## src/rtl/aes_pkg.sv

```systemverilog
// aes_pkg: shared state encoding, AES round-count constants and round index width
package aes_pkg;
  typedef enum logic [2:0] {IDLE, LOAD, ROUND, FINAL, DONE} aes_state_e;
  localparam int NR_128 = 10;
  localparam int NR_192 = 12;
  localparam int NR_256 = 14;
  localparam int ROUND_IDX_W = 4;
endpackage

```

## src/rtl/aes_round_counter.sv

```systemverilog
// aes_round_counter: round index register; clr zeroes it, inc with en advances it by one
module aes_round_counter
  import aes_pkg::*;
(
  input  logic                   clk,
  input  logic                   clr,
  input  logic                   inc,
  input  logic                   en,
  output logic [ROUND_IDX_W-1:0] count
);
  always_ff @(posedge clk)
    if (clr) count <= '0;
    else if (en && inc) count <= count + 1'b1;
endmodule

```

## src/rtl/aes_round_sched.sv

```systemverilog
// aes_round_sched: AES round sequencer (IDLE/LOAD/ROUND/FINAL/DONE) with registered datapath strobes, stall, abort and pass led
module aes_round_sched
  import aes_pkg::*;
#(
  parameter int NR = NR_128
) (
  input  logic                   clk,
  input  logic                   reset,
  input  logic                   enable,
  input  logic                   start,
  input  logic                   abort,
  input  logic                   result_ok,
  output logic                   busy,
  output logic                   done,
  output logic                   dp_load,
  output logic                   dp_round_en,
  output logic                   dp_final,
  output logic                   key_step,
  output logic [ROUND_IDX_W-1:0] round_idx,
  output logic                   led
);
  localparam logic [ROUND_IDX_W-1:0] LAST = ROUND_IDX_W'(NR - 1);
  aes_state_e state_q, state_d;
  logic in_round_d;
  always_comb begin
    state_d = (state_q == IDLE)  ? (start ? LOAD : IDLE)
            : (state_q == DONE)  ? IDLE
            : abort              ? IDLE
            : (state_q == LOAD)  ? ROUND
            : (state_q == ROUND) ? ((round_idx == LAST) ? FINAL : ROUND)
            : DONE;
    in_round_d = (state_d == ROUND) || (state_d == FINAL);
  end
  aes_round_counter u_cnt (
    .clk  (clk),
    .clr  (reset || (enable && (state_d == IDLE || state_d == LOAD))),
    .inc  (in_round_d),
    .en   (enable),
    .count(round_idx)
  );
  // strobes are registered from the next state so they align with the state register;
  // a stalled cycle clears them while busy keeps its value
  always_ff @(posedge clk)
    if (reset) begin
      state_q     <= IDLE;
      busy        <= 1'b0;
      done        <= 1'b0;
      dp_load     <= 1'b0;
      dp_round_en <= 1'b0;
      dp_final    <= 1'b0;
      key_step    <= 1'b0;
      led         <= 1'b0;
    end else if (enable) begin
      state_q     <= state_d;
      busy        <= state_d != IDLE;
      done        <= state_d == DONE;
      dp_load     <= state_d == LOAD;
      dp_round_en <= in_round_d;
      dp_final    <= state_d == FINAL;
      key_step    <= in_round_d;
      if (state_q == DONE) led <= result_ok;
    end else begin
      done        <= 1'b0;
      dp_load     <= 1'b0;
      dp_round_en <= 1'b0;
      dp_final    <= 1'b0;
      key_step    <= 1'b0;
    end
endmodule

```

## config.mk

```make
export PLATFORM = sky130hd
export DESIGN_NAME = aes_round_sched
export DESIGN_NICKNAME = d
export VERILOG_FILES = /design/src/rtl/aes_pkg.sv /design/src/rtl/aes_round_counter.sv /design/src/rtl/aes_round_sched.sv
export SDC_FILE = /design/constraint.sdc
export NUM_CORES = 1
export LEC_CHECK = 0
export CORE_AREA = 3 3 40 42
export CTS_CLUSTER_SIZE = 40
export DETAILED_ROUTE_END_ITERATION = 16
export DIE_AREA = 0 0 43 45
export PLACE_DENSITY = 0.77
export SYNTH_ARGS = -nofsm -noshare
export SYNTH_HDL_FRONTEND = slang
export SYNTH_SLANG_ARGS = --single-unit
```

## constraint.sdc

```tcl
create_clock -name clk -period 3.8 [get_ports clk]
set_clock_uncertainty 0.2 [all_clocks]
set_input_delay 1.14 -clock clk [delete_from_list [all_inputs] [get_ports clk]]
set_output_delay 1.14 -clock clk [all_outputs]
set_load 0.01 [all_outputs]
```

# ---- Word-level counts from Yosys, hierarchy flattened
# Cells that the tools add are included.
dict set report word_totals {
  ff_bits 13
  input_bits 6
  out_inout_bits 11
  elab_cells 35
}
dict set report op_classes {
  add_sub_neg 1
  n_eq_ne 8
  n_mux 7
  n_bitwise 1
  n_reduce_logical 10
}
# cell count
set op_table {}
lappend op_table {{two-way mux 3 bit} 5}
lappend op_table {{== test 3 x 2 -> 1 bit, second input constant} 3}
lappend op_table {{== test 3 x 1 -> 1 bit, second input constant} 2}
lappend op_table {{== test 3 bit, second input constant} 2}
lappend op_table {{logical NOT 3 bit} 2}
lappend op_table {{adder 4 x 1 -> 4 bit, second input constant} 1}
lappend op_table {{== test 4 bit, second input constant} 1}
lappend op_table {{logical OR 1 bit} 3}
lappend op_table {{nonzero test 3 bit} 1}
lappend op_table {{logical AND 1 bit} 2}
lappend op_table {{two-way mux 1 bit} 2}
lappend op_table {{AND reduction 2 bit} 1}
lappend op_table {{OR reduction 2 bit} 1}
lappend op_table {{NOT 1 bit} 1}

# ---- Depth between registers and ports, before layout
dict set report logic_depth {
  ltp_word 11
  ltp_mapped 4
  depth_no_buf 4
}

# ---- Modules after synthesis
# Synthesis repeated with hierarchy kept, for this count alone.
dict set report hier_totals {
  hier_cells 64
  area_unflattened_um2 594.3
}
# module n_inst cells_per_inst area_each_um2 seq_area_each_um2
set modules_own_cells {}
lappend modules_own_cells {aes_round_sched 1 46 430.4 180.2}
lappend modules_own_cells {aes_round_counter 1 18 163.9 80.1}

# ---- Worst setup path before layout
# Ideal clock, no wire load.
dict set report synth_path {
  path_type {input port to flip-flop}
  start {in abort}
  end {reg u_cnt.count[3]}
  setup_ps 70
  t_arrival_ps 2091
  t_required_ps 3530
  setup_slack_ps 1440
  path_stages 3
  n_path_buf 0
  path_cell_list {or3b_4 -> or4_1 -> a21oi_1}
}
dict set report synth_via {
  elab_chain_len 7
  elab_cells_between_ends 12
  cone_classes {3 x eq/ne; 3 x mux; 6 x reduce/logical}
}
# element line
set synth_lines {}
lappend synth_lines {{start: declaration} aes_round_sched.sv:11} ;# input logic abort,
lappend synth_lines {{two-way mux 3 bit (*)} aes_round_sched.sv:28} ;# : abort ? IDLE
lappend synth_lines {{two-way mux 3 bit (*)} aes_round_sched.sv:27} ;# : (state_q == DONE) ? IDLE
lappend synth_lines {{two-way mux 3 bit (*)} aes_round_sched.sv:26} ;# state_d = (state_q == IDLE) ? (start ? LOAD : IDLE)
lappend synth_lines {{== test 3 x 1 -> 1 bit or logical NOT 3 bit (tied branches)} aes_round_sched.sv:36} ;# .clr (reset || (enable && (state_d == IDLE || state_d == LOAD))),
lappend synth_lines {{logical OR 1 bit} aes_round_sched.sv:36}
lappend synth_lines {{logical AND 1 bit} aes_round_sched.sv:36}
lappend synth_lines {{logical OR 1 bit} aes_round_sched.sv:36}
lappend synth_lines {{end signal: assignment} aes_round_counter.sv:13} ;# else if (en && inc) count <= count + 1'b1;
lappend synth_lines {{end: declaration} aes_round_counter.sv:9} ;# output logic [ROUND_IDX_W-1:0] count
# Every way passes the cells marked *; elsewhere a longest branch is shown, timed or not.
# A chain may end at the register's enable or synchronous reset.

# ---- Worst setup path after layout
dict set report layout_path {
  start {in enable}
  end {reg u_cnt.count[3]}
}
dict set report layout_via {
  elab_chain_len 2
  elab_cells_between_ends 3
  cone_classes {3 x reduce/logical}
}
# element line
set layout_lines {}
lappend layout_lines {{start: declaration} aes_round_sched.sv:9} ;# input logic enable,
lappend layout_lines {{logical AND 1 bit} aes_round_sched.sv:36}
lappend layout_lines {{logical OR 1 bit} aes_round_sched.sv:36}
# Parallel ways exist; a longest one is shown, timed or not.

==> results by group <==
Run status
  – Status: completed

Die
  – I/O pins: 17
  – Starting density of the core: 0.473
  – Die width: between 40 and 50 um
  – DIE HEIGHT: between 40 and 50 um
  – Core Area: approximately 1300 um2
  – Die ar.: roughly 1900 um2
  – Row cnt: 13

Critical path
  – Worst R2R Start: state_q[2]$_SDFFE_PP0P_
  – WS Path Type: in2reg
  – CP Launch Point: enable
  – Worst Setup EP: u_cnt.count[3]$_SDFFE_PP0P_
  – Worst EP required: between 3000 and 4000 ps
  – Worst-path fanout max: 12
  – Crit path DAT: roughly 2900 ps
  – CP endpoint kind: register
  – Reg2Reg Capture Point: u_cnt.count[3]$_SDFFE_PP0P_
  – Reg2reg setup slack: 2110 ps
  – Worst reg-to-reg path cell count: 3
  – CP startpoint kind: input pin

Drt
  – Via-to-Cell Ratio: ~5.5
  – Met3 wire length: a little over 50 um
  – Met1 Routed Length: about 560 um
  – Iter 0 DRT Violations: 0
  – Detailed Routing Iterations Pass 1: 1
  – Top Metal Used: met4
  – Met2 wire length: approximately 560 um
  – DRC: 0
  – ANT nets after route: 0
  – Vias: 519
  – WL final: roughly 1200 um
  – Wire per inst: ~13 um

Logic synthesis
  – YS warnings: 0
  – Sequential share of the synthesized area: 0.428
  – Mean Syn Cell Area: just over 9 um2
  – Syn Nets: between 70 and 80
  – Synth Instances: 65
  – Syn Std Cell Area: slightly above 600 um2
  – Synthesis-stage register bit count: 13
  – Number of distinct library cells after synthesis: 32

Global route
  – Vias in the first global route: about 500
  – First-pass GRT wire length: just over 2000 um
  – Total GRT Usage: 0.142
  – Initial antenna violation count: 0
  – Grt ovf: 0
  – Pin count of the biggest net entering global routing: 13

CTS
  – Worst-Skew Late Latency: 280 ps
  – Clock root cell: clkbuf_4
  – Post-CTS setup repair buffer count: 0
  – Clock buffer depth: 2
  – Num CTS Buffers: 3
  – CTS tree: yes
  – H-tree depth: 1
  – Quantity of hold-fixing buffers added after cts: 0
  – Clk sinks: 13
  – Post_cts resized: 0
  – Clock transition at path regs: ~80 ps

Placement
  – RePlAce Congestion: roughly 0.74
  – DP Wirelength: slightly below 900 um
  – Inst Count DP: 90
  – Pre-CTS setup slack: between 600 and 700 ps
  – Dpl cell area: ~750 um2
  – Port bufs: 16

Final layout
  – Layout Utilization: 0.605
  – Ant. Diodes: 0
  – Share of cells above drive strength 1: 0.0759
  – Design area: between 700 and 800 um2
  – Multi-input gate area: 308 um2
  – Most frequent cells in the layout: 16 x clkdlybuf4s50_1, 13 x dfxtp_1, 5 x a21oi_1, 5 x nor2_1, 4 x nand2_1
  – Most common cell after layout, fill and taps aside: clkdlybuf4s50_1
  – Synth-to-layout area growth: 27.8%
  – Fill count: between 100 and 150
  – Final Net Count: 88
  – Sequential cell area: 260 um2
  – Finished Layout Cells: 94

STA
  – Slew @ Worst Pin: between 400 and 500 ps
  – Tmin final: about 2900 ps
  – RSZ-0062 raised after global routing: false
  – Final max-slew violation count: 0
  – Hold_ws: 298 ps
  – Worst relative slew slack: 0.728
  – # setup viols final: 0
  – Total negative slack: 0 ps
  – Max Fclk: ~350 MHz
  – Setup ws final: about 950 ps
  – Final period utilization: 0.750
  – Final hold violations: 0

Run
  – Max Cap Viol: 0

Power
  – Worst ir drop on vdd: 0.000119 V
  – Leak Pwr: about 0.26 nW
  – Power per cell area: 335 nW/um2
  – Final Total Pwr: 0.260 mW

Worst hold path
  – Hold WC Path Type: reg2reg
cell families after synthesis:
group / share of synthesized area
AOI/OAI and AO/OA: 0.173
adders and majority gates: 0.0411
DFF: 0.428
buffers and inverters: 0.0658
and+or+nand+nor: 0.247
xor gates and xnor gates: 0.0288
muxes: 0.0165
worst max-delay path, cell delays in order:
cell and delay (ps):
clkdlybuf4s50_1 680, or3b_4 440, or4_1 470, a21oi_1 140
how the worst min path moves through the flow:
stage                                        to  slack, ps                        start  depth (start not counted)
finish                        busy$_SDFFE_PP0P_        300            busy$_SDFFE_PP0P_                          2
global placement    u_cnt.count[3]$_SDFFE_PP0P_        280  u_cnt.count[3]$_SDFFE_PP0P_                          2
global route                  busy$_SDFFE_PP0P_        320            busy$_SDFFE_PP0P_                          2
CTS                 u_cnt.count[3]$_SDFFE_PP0P_        300  u_cnt.count[3]$_SDFFE_PP0P_                          2
floorplan                     busy$_SDFFE_PP0P_        300            busy$_SDFFE_PP0P_                          2
detailed placement  u_cnt.count[3]$_SDFFE_PP0P_        290  u_cnt.count[3]$_SDFFE_PP0P_                          2
cell type report:
type                    count  share of cell area
repair buffers             16               0.206
well taps                  15              0.0242
inverters                   1             0.00483
multi-input cells          45               0.396
flip-flops and latches     13               0.335
clock buffers               4              0.0338
flip-flops by register name (all words and copies together) (netlist names):
name         cells
u_cnt.count      4
state_q          3
busy             1
done             1
dp_final         1
dp_load          1
key_step         1
led              1
synth_stat cells:
cell type	n	area, um2
dfxtp_1	13	260
a21oi_1	5	25.0
nor2_1	5	18.8
nand2_1	4	15.0
nor3b_1	3	22.5
a211oi_1	2	15.0
a311oi_1	2	17.5
buf_2	2	10.0
clkbuf_1	2	7.51
ha_1	2	25.0
nand2b_1	2	12.5
nor4bb_1	2	20.0
o21ai_0	2	10.0
a21o_1	1	7.51
a31oi_1	1	6.26
buf_4	1	7.51
buf_6	1	11.3
inv_1	1	3.75
mux2i_1	1	10.0
nand3_1	1	5.00
nor3_1	1	5.00
nor4b_1	1	8.76
o21bai_1	1	7.51
o31ai_1	1	7.51
o41ai_1	1	8.76
or2_2	1	6.26
or3_2	1	7.51
or3b_4	1	11.3
or4_1	1	7.51
or4b_1	1	10.0
xnor2_1	1	8.76
xor2_1	1	8.76
report_power, final:
group | switching (mW) | internal, mW | total (mW)
Clock | 0.0461 | 0.0407 | 0.0868
Combinational | 0.0145 | 0.0156 | 0.0301
Sequential | 0.00381 | 0.139 | 0.143
metal layers:
layer / global-route usage / up-vias
met2: 0.231 / 9
met5: 0 / -
met1: 0.176 / 238
li1: - / 270
met4: 0.0723 / 0
met3: 0.0359 / 2
No activity file was read; power rests on OpenSTA's default activity.
